==> src/rtl/vga_timing_gen.sv <==
// VGA raster timing: free-running pixel/line counters with decoded coordinates,
// display enable, frame/line markers and H/V sync delayed to line up with registered pixel colour.
module vga_timing_gen #(
  parameter int   H_VISIBLE  = 640,
  parameter int   H_FRONT    = 16,
  parameter int   H_SYNC     = 96,
  parameter int   H_BACK     = 48,
  parameter int   V_VISIBLE  = 480,
  parameter int   V_FRONT    = 10,
  parameter int   V_SYNC     = 2,
  parameter int   V_BACK     = 33,
  parameter logic SYNC_POL   = 1'b0,
  parameter int   PIPE_DELAY = 1
) (
  input  logic       vga_clk,
  input  logic       Reset,
  output logic [9:0] DrawX,
  output logic [9:0] DrawY,
  output logic       blank,
  output logic       hs,
  output logic       vs,
  output logic       sync,
  output logic       line_start,
  output logic       frame_start
);

  localparam int H_TOTAL = H_VISIBLE + H_FRONT + H_SYNC + H_BACK;
  localparam int V_TOTAL = V_VISIBLE + V_FRONT + V_SYNC + V_BACK;

  generate
    if (H_TOTAL > 1024) begin : g_h_total_chk
      $error("vga_timing_gen: H_TOTAL exceeds 1024");
    end
    if (V_TOTAL > 1024) begin : g_v_total_chk
      $error("vga_timing_gen: V_TOTAL exceeds 1024");
    end
    if (PIPE_DELAY < 0 || PIPE_DELAY > 3) begin : g_pipe_chk
      $error("vga_timing_gen: PIPE_DELAY must be 0..3");
    end
  endgenerate

  // Boundaries are 11 bits wide so a 1024-count raster does not alias to zero.
  localparam logic [9:0]  H_LAST       = 10'(H_TOTAL - 1);
  localparam logic [9:0]  V_LAST       = 10'(V_TOTAL - 1);
  localparam logic [10:0] H_VIS_END    = 11'(H_VISIBLE);
  localparam logic [10:0] V_VIS_END    = 11'(V_VISIBLE);
  localparam logic [10:0] H_SYNC_START = 11'(H_VISIBLE + H_FRONT);
  localparam logic [10:0] H_SYNC_END   = 11'(H_VISIBLE + H_FRONT + H_SYNC);
  localparam logic [10:0] V_SYNC_START = 11'(V_VISIBLE + V_FRONT);
  localparam logic [10:0] V_SYNC_END   = 11'(V_VISIBLE + V_FRONT + V_SYNC);

  logic [9:0]  hc_q, hc_d;
  logic [9:0]  vc_q, vc_d;
  logic [10:0] hc_ext, vc_ext;
  logic        hs_raw, vs_raw;
  logic        hs_lvl, vs_lvl;

  always_comb begin
    hc_d = hc_q + 10'd1;
    vc_d = vc_q;
    if (hc_q == H_LAST) begin
      hc_d = '0;
      if (vc_q == V_LAST) begin
        vc_d = '0;
      end else begin
        vc_d = vc_q + 10'd1;
      end
    end
  end

  // Reset wins over the count: a partially drawn line is abandoned.
  always_ff @(posedge vga_clk) begin
    if (Reset) begin
      hc_q <= '0;
      vc_q <= '0;
    end else begin
      hc_q <= hc_d;
      vc_q <= vc_d;
    end
  end

  assign hc_ext = {1'b0, hc_q};
  assign vc_ext = {1'b0, vc_q};

  assign DrawX       = hc_q;
  assign DrawY       = vc_q;
  assign blank       = (hc_ext < H_VIS_END) && (vc_ext < V_VIS_END);
  assign line_start  = (hc_q == 10'd0);
  assign frame_start = (hc_q == 10'd0) && (vc_q == 10'd0);
  assign sync        = 1'b0;

  assign hs_raw = (hc_ext >= H_SYNC_START) && (hc_ext < H_SYNC_END);
  assign vs_raw = (vc_ext >= V_SYNC_START) && (vc_ext < V_SYNC_END);
  assign hs_lvl = hs_raw ? SYNC_POL : ~SYNC_POL;
  assign vs_lvl = vs_raw ? SYNC_POL : ~SYNC_POL;

  // Sync is delayed to match the pixel pipeline's registered colour.
  generate
    if (PIPE_DELAY == 0) begin : g_sync_comb
      assign hs = hs_lvl;
      assign vs = vs_lvl;
    end else begin : g_sync_pipe
      logic [PIPE_DELAY-1:0] hs_pipe_q, hs_pipe_d;
      logic [PIPE_DELAY-1:0] vs_pipe_q, vs_pipe_d;

      always_comb begin
        hs_pipe_d    = hs_pipe_q;
        vs_pipe_d    = vs_pipe_q;
        hs_pipe_d[0] = hs_lvl;
        vs_pipe_d[0] = vs_lvl;
        for (int i = 1; i < PIPE_DELAY; i++) begin
          hs_pipe_d[i] = hs_pipe_q[i-1];
          vs_pipe_d[i] = vs_pipe_q[i-1];
        end
      end

      always_ff @(posedge vga_clk) begin
        if (Reset) begin
          hs_pipe_q <= {PIPE_DELAY{~SYNC_POL}};
          vs_pipe_q <= {PIPE_DELAY{~SYNC_POL}};
        end else begin
          hs_pipe_q <= hs_pipe_d;
          vs_pipe_q <= vs_pipe_d;
        end
      end

      assign hs = hs_pipe_q[PIPE_DELAY-1];
      assign vs = vs_pipe_q[PIPE_DELAY-1];
    end
  endgenerate

endmodule

==> config.mk <==
export PLATFORM = sky130hd
export DESIGN_NAME = vga_timing_gen
export DESIGN_NICKNAME = d
export VERILOG_FILES = /design/src/rtl/vga_timing_gen.sv
export SDC_FILE = /design/constraint.sdc
export NUM_CORES = 1
export LEC_CHECK = 0
export BUFFER_PORTS_ARGS = -buffer_cell sky130_fd_sc_hd__buf_2
export CAP_MARGIN = 20
export CORE_UTILIZATION = 55
export CTS_CLUSTER_DIAMETER = 30
export CTS_CLUSTER_SIZE = 28
export DETAILED_ROUTE_END_ITERATION = 12
export GPL_ROUTABILITY_DRIVEN = 0
export HOLD_SLACK_MARGIN = 0.12
export PLACE_DENSITY = 0.82
export SLEW_MARGIN = 25
export SYNTH_ARGS = -nofsm -noshare
export SYNTH_HDL_FRONTEND = slang
export SYNTH_SLANG_ARGS = --single-unit
export TNS_END_PERCENT = 50
==> constraint.sdc <==
create_clock -name vga_clk -period 2.5 [get_ports vga_clk]
set_clock_uncertainty 0.1 [all_clocks]
set_input_delay 0.125 -clock vga_clk [delete_from_list [all_inputs] [get_ports vga_clk]]
set_output_delay 0.125 -clock vga_clk [all_outputs]
set_load 0.02 [all_outputs]
After elaboration in Yosys (flattened, before gate mapping):

Index checks and enable logic that the tools add are counted.
Widths: inputs -> output; s select.

* $lt $le $gt $ge: 6
* equality and inequality tests: 2
* add/subtract/negate cells: 2
* reduce and logical (&&, ||, !) cells: 7
* muxes and demuxes: 3

Operators with widths (number)
* $add 10x1->10 const B: 2
* $eq 10x10->1 const B: 2
* $logic_not 10->1: 2
* $lt 10x10->1 const B: 2
* $lt 10x9->1 const B: 2
* $ge 10x10->1 const B: 1
* $ge 10x9->1 const B: 1
* $mux 10: 1
* $logic_and 1x1->1: 4
* $mux 1: 2
* $reduce_or 2->1: 1

* register bits after elaboration: 22
* logic and storage cells: 24
* output and inout port bits: 26
* input port bits: 2

Longest topological paths before layout:

Gate-level depths: netlist (run 1).

* depth after elaboration: 3
* gate-level depth with buffers: 7
* gate-level depth less buffers: 6

Worst setup path before layout (run 1):

OpenSTA, ideal clock, no wires.

* path type: reg-to-output
* start: register vc_q[7] (netlist: DrawY[7])
* end: output blank
* required time: 2.275 ns
* buffers on the path: 0
* stages on the path, launching flop included: 4
* arrival: 1.898 ns
* path slack: 0.377 ns
* cells stage by stage: dfxtp_1 > and3_1 > and2_1 > a2111oi_0

* cells in the longest elaborated chain, start to end: 2

Ends and longest elaborated chain
* start, declared: line 53 `logic [9:0] vc_q, vc_d;`
* start signal, assigned: line 78 `vc_q <= vc_d;`
* $lt 10x9->1: line 87 `assign blank = (hc_ext < H_VIS_END) && (vc_ext < V_VIS_END);`
* $logic_and 1x1->1: line 87
* end, declared: line 19 `output logic blank,`

No other way between the ends.

Worst setup path in the final report (run 1):

* start: register hc_q[6] (netlist: DrawX[6])
* end: output frame_start

* cells in the longest elaborated chain, start to end: 2

Ends and longest elaborated chain
* start, declared: line 52 `logic [9:0] hc_q, hc_d;`
* start signal, assigned: line 74 `hc_q <= '0;`
* start signal, assigned: line 77 `hc_q <= hc_d;`
* $logic_not 10->1: line 89 `assign frame_start = (hc_q == 10'd0) && (vc_q == 10'd0);`
* $logic_and 1x1->1: line 89
* end, declared: line 24 `output logic frame_start`

No other way between the ends.

==> reports/metrics.cfg, run 1 <==
[worst_setup_path]
cp_num_cells = 4
crit_family = simple AND/OR/NAND/NOR gates
cp.arrival_ns = 1.81
critPathSlowestCell = dfxtp_1
end_kind = output port
worstPathRequired_ns = 2.28
max_stage_delay_ns = 0.42
crit_type = register to output port
rr_worst_depth = 5
crit_chain = nor3_4 > and4b_1 > nor3b_1 > buf_2
critical_path.max_fanout = 8
cp_num_buf_inv = 1
start_kind = register

[timing]
tns_ns = 0
rsz0062_at_grt = no
min_period_ns = 2.04
hold_viol = 0
fmax_mhz = 491
period_share_pct = 81.5
setup_viol = 0
drv_slew = 0

[clock_tree]
cts_made_buffers = 3
clk_path_buf_depth = 2
cts.clk_slew.worst_paths_ns = 0.12
clk_latency_ns = 0.31
cts_sinks = 22
tritoncts = yes
root_buffer = clkbuf_4
cts_max_level = 1

[drt]
vias_per_cell = 5.57
postRouteAntennaNets = 0
drt_wl_total_um = 2340
drt_iter0_drc = 23
drt_drc_violations_left = 0
wl_per_cell_um = 12.9
drt_first_pass_iters = 4
vias = 1009

[yosys]
yosysWarnings = 0
synth_area_leaders = dfxtp_1 39%, xor2_1 6.2%, nor2_1 5.7%
syn_inst = 129
synth-seq-cells = 22
synthFlopType = dfxtp_1
synth_fp_nets = 135
synth_edf_count = 0
yosys-top-cells-count = 22 x dfxtp_1, 17 x nor2_1, 8 x nand3_1, 8 x xor2_1
synth-seq-area-share_pct = 39.1
async_reset_ff_share_pct = 0
yosysTopAreaCellShare_pct = 39.1
synth.most_common_cell = dfxtp_1
ys_types = 35
syn_avg_cell_area_um2 = 8.74
synth_area_um2 = 1130
yosysTopAreaCell = dfxtp_1

[worst_hold_path]
hold_path.class = register to register
hold_depth = 1

[place]
place_area_um2 = 1250
io_buffer_count = 26
hpwl_um = 1730

[grt]
antenna_found_initial = 0
grt_max_degree = 13
grt-ovfl-total = 0
grt_pass1_vias = 735
grt_pass1_wl_um = 3350
grt_usage_pct = 21.8

[cells_and_area]
antenna_cells = 0
fin_nets = 161
filler_cell_count = 173
syn_to_final_growth_pct = 14.8
drive_gt1_share_pct = 22.1
fin_area_um2 = 1290

[power]
leakage_nw = 0.538
vdd_drop_max_uv = 402
powerDensity_nw_per_um2 = 466

[floorplanning]
rows = 16
core_um2 = 1940
die_w_um = 47.3
io_pins = 28
initial_core_util_pct = 58.1
die_y_um = 47.3
die_area_um2 = 2230

[job]
max_cap_viol_count = 0

[outcome]
outcome = complete, no violations

per-layer routing:
metal,part of all wire [%],vias up,global-route usage [%],wire [um]
met3,3.7,6,4.62,86
li1,-,502,-,-
met2,48,24,33.4,1130
met4,1.7,0,11.4,40
met5,0,-,0,0
met1,46,477,28.5,1080
worst paths after layout:
kind | from | to | slack [ns]
max | DrawX[6] | frame_start | 0.46
min | DrawX[0] | DrawX[0] | 0.42
min reg2reg | DrawX[0] | DrawX[0] | 0.42
max reg2reg | DrawX[0] | DrawY[6] | 0.58
registers in the layout (all words and copies together), names as in the netlist:
signal and count:
hs 1, DrawY 10, DrawX 10, vs 1
timing repair:
item                                   in CTS  in global routing
buffers inserted                            0                  0
endpoints found under the hold margin       7                  0
hold buffers                                1                  0
gates resized for setup                     0                  0
power by group:
| group | total (mW) | switching [mW] | leakage (nW) | internal, mW |
|---|---|---|---|---|
| logic | 0.0465 | 0.0298 | 0.339 | 0.0167 |
| registers | 0.360 | 0.00581 | 0.178 | 0.355 |
| clock network | 0.196 | 0.107 | 0.0210 | 0.0889 |
| total | 0.603 | 0.143 | 0.538 | 0.460 |
layout make-up:
class	count	area, um^2	share of cell area (%)
multi-input cells	96	624	48.3
flip-flops and latches	22	440	34.0
repair buffers	27	140	10.8
clock buffers	4	36.3	2.80
well taps	27	33.8	2.61
inverters	5	18.8	1.45
stage by stage:
step           hold slack, ns  util [%]  power (mW)  cells  worst slack (ns)
5_1_grt                 0.443      66.6       0.627    181             0.325
3_3_place_gp            0.322      64.2       0.413    176             0.701
4_1_cts                 0.428      66.6       0.609    181             0.452
6_report                0.416      66.6       0.603    181             0.463
2_1_floorplan           0.309         -       0.401    129             0.377
3_5_place_dp            0.336      64.2       0.414    176             0.614
layout by cell type, fill, tap and decap left out, types with 5 or more instances in the layout:
cell type,synthesis,final
dfxtp_1,22,22
nand3_1,8,8
xor2_1,8,8
buf_2,2,26
inv_1,5,5
nor2_1,17,17
xnor2_1,5,5
nand4_1,7,7
nand2_1,7,7
a21oi_1,5,5
cell families (layout without fill, tap and decap cells):
| group | Yosys count | after routing | synth area share, % |
|---|---|---|---|
| XOR/XNOR | 13 | 13 | 10.1 |
| buffers and inverters | 11 | 36 | 5.55 |
| flip-flops | 22 | 22 | 39.1 |
| AND/OR/NAND/NOR | 65 | 65 | 32.9 |
| multiplexers | 1 | 1 | 0.888 |
| AO/OA/AOI/OAI | 12 | 12 | 6.77 |
| other | 1 | 1 | 0.333 |
| adder cells (fa/ha/maj) | 4 | 4 | 4.44 |
(Power assumes the default switching activity.)
==> run 2, diff against run 1 <==
--- a/config.mk
+++ b/config.mk
@@ -7,13 +7,13 @@
 export LEC_CHECK = 0
 export BUFFER_PORTS_ARGS = -buffer_cell sky130_fd_sc_hd__buf_2
 export CAP_MARGIN = 20
-export CORE_UTILIZATION = 55
+export CORE_UTILIZATION = 51
 export CTS_CLUSTER_DIAMETER = 30
 export CTS_CLUSTER_SIZE = 28
 export DETAILED_ROUTE_END_ITERATION = 12
 export GPL_ROUTABILITY_DRIVEN = 0
 export HOLD_SLACK_MARGIN = 0.12
-export PLACE_DENSITY = 0.82
+export PLACE_DENSITY = 0.77
 export SLEW_MARGIN = 25
 export SYNTH_ARGS = -nofsm -noshare
 export SYNTH_HDL_FRONTEND = slang
==> constraint.sdc (replaced) <==
create_clock -name vga_clk -period 2.1 [get_ports vga_clk]
set_clock_uncertainty 0.1 [all_clocks]
set_input_delay 0.105 -clock vga_clk [delete_from_list [all_inputs] [get_ports vga_clk]]
set_output_delay 0.105 -clock vga_clk [all_outputs]
set_load 0.02 [all_outputs]
==> run 2 against run 1 <==
  * Flip-flop and latch count is the same
  * Total power grew 34%
  * Global-route usage shrank 0.26 points
  * Design area grew 3.1%
  * Clock power grew 65%
  * Utilization shrank 0.66 points
  * Wire length grew 8.4%
  * Via count grew 2.9%
  * Register-to-register slack lost 0.44 ns
==> reports/metrics.cfg, run 2 (synthesis results as in run 1) <==
[worst_hold_path]
worstHoldStart = DrawY[1]
hold_path.class = register to register
hold_depth = 1  ; unchanged

[worst_setup_path]
worstPathRequired_ns = 2.21  ; -0.07 ns
cp.arrival_ns = 2.07  ; +0.26 ns
start_kind = register
rr_worst_depth = 5  ; unchanged
end_kind = register
timing.critical_path.from = DrawX[0]
rr_startpoint = DrawX[0]
crit_type = register to register
critical_path.max_fanout = 9  ; +1

[clock_tree]
cts_sinks = 22  ; unchanged
cts_max_level = 1  ; unchanged
cts_made_buffers = 3  ; unchanged
tritoncts = yes
root_buffer = clkbuf_4
cts.repair.resized = 0  ; unchanged
clk_path_buf_depth = 2  ; unchanged
cts.clk_slew.worst_paths_ns = 0.13  ; about the same
clk_latency_ns = 0.31  ; about the same

[power]
seq_power_share_pct = 53.2  ; -6.5 points
sw_frac_of_total_pct = 21.4  ; -2.4 points
powerDensity_nw_per_um2 = 606  ; +30%
p_switching_uw = 172  ; +20%
p_clk_share_pct = 40.1  ; +7.5 points
combPwrFrac_pct = 6.8  ; -0.9 points
p_int_uw = 635  ; +38%
vdd_drop_max_uv = 437  ; +8.7%
leakage_nw = 0.557  ; +3.6%

[drt]
vias_per_cell = 5.64  ; +1.2%
drt_iter0_drc = 30  ; +30%
drt_wl_total_um = 2540  ; +8.4%
wl_per_cell_um = 13.8  ; +6.7%
vias = 1038  ; +2.9%
drt_first_pass_iters = 4  ; unchanged
postRouteAntennaNets = 0  ; unchanged
drt_drc_violations_left = 0  ; unchanged

[timing]
fmax_mhz = 511
tns_ns = 0  ; unchanged
min_period_ns = 1.96
period_share_pct = 93.2
hold_viol = 0  ; unchanged
rsz0062_at_grt = no
drv_slew = 0  ; unchanged
setup_viol = 0  ; unchanged

[floorplanning]
die_w_um = 49.0  ; +3.7%
core_um2 = 2020  ; +4.1%
io_pins = 28  ; unchanged
initial_core_util_pct = 55.8  ; -2.3 points
die_y_um = 49.0  ; +3.7%
rows = 16  ; unchanged
die_area_um2 = 2400  ; +7.5%

[outcome]
outcome = complete, no violations

[cells_and_area]
drive_gt1_share_pct = 23.6  ; +1.5 points
most-common-layout-cells = 26 x buf_2, 22 x dfxtp_1, 17 x nor2_1, 8 x nand3_1, 8 x xor2_1
syn_to_final_growth_pct = 18.3
final_common_cell = buf_2
antenna_cells = 0  ; unchanged
final_util_pct = 66.0  ; -0.66 points
fin_nets = 164  ; +1.9%

[grt]
grt_pass1_vias = 889  ; +21%
grt-ovfl-total = 0  ; unchanged
antenna_found_initial = 0  ; unchanged
grt_max_degree = 14  ; +1
grt_usage_pct = 21.5  ; -0.26 points
grt_pass1_wl_um = 4060  ; +21%

[place]
hpwl_um = 1740  ; +0.42%
io_buffer_count = 26  ; unchanged

[job]
max_cap_viol_count = 0  ; unchanged

==> run 2: cell types whose count changed in the layout (fill, tap and decap cells not counted) <==
cell       change
bufinv_16      +1
a2111oi_0      -1
clkbuf_8       -1
a2111oi_1      +1
buf_4          +3
==> run 2: worst paths after layout <==
check        slack [ns]  endpoint
max                0.14  DrawX[9]
min                0.40        vs
max reg2reg        0.14  DrawX[9]
min reg2reg        0.40        vs
==> run 2: timing repair <==
item,CTS,global route
setup buffers,0,3
endpoints found under the hold margin,7,0
hold buffers,1,0
endpoints found under the setup margin,0,1
==> run 2: worst max-delay path, cell delays in order, from the launching register on <==
cell and delay, ns:
dfxtp_1 0.44, ha_1 0.23, and4_1 0.46, and3_1 0.30, or2_1 0.26, nor2_1 0.08
==> run 2: layout make-up <==
class                      count  area [um^2]
timing repair buffer          30          163
clock buffer                   3         22.5
sequential                    22          440
multi-input combinational     96          626
clock inverter                 1         30.0
fill                         170          688
tap                           27         33.8
inverter                       5         18.8
==> run 2: power by group through the flow <==
stage	combinational, mW	sequential, mW	clock [mW]
6_report	0.0547	0.429	0.323
5_1_grt	0.0605	0.431	0.349
4_1_cts	0.0553	0.430	0.330
3_5_place_dp	0.0534	0.439	0
3_3_place_gp	0.0533	0.438	0
2_1_floorplan	0.0338	0.444	0
==> run 2: metrics by stage <==
stage	hold slack, ns	area [um^2]	power, mW	setup WS, ns	cells
after floorplan	0.289	1130	0.477	0.113	129
after global placement	0.301	1250	0.491	0.304	176
after detailed placement	0.298	1250	0.492	0.220	176
after CTS	0.399	1310	0.814	0.0862	181
after global routing	0.427	1330	0.841	0.0177	184
final	0.403	1330	0.808	0.143	184
==> run 2: metal layers <==
| layer | global-route usage (%) | part of all wire (%) | wire length [um] |
|---|---|---|---|
| met2 | 35.6 | 48 | 1220 |
| met3 | 3.43 | 4.1 | 105 |
| met4 | 6.86 | 1.2 | 31 |
| met5 | 0 | 0 | 0 |
| met1 | 28.5 | 46 | 1180 |
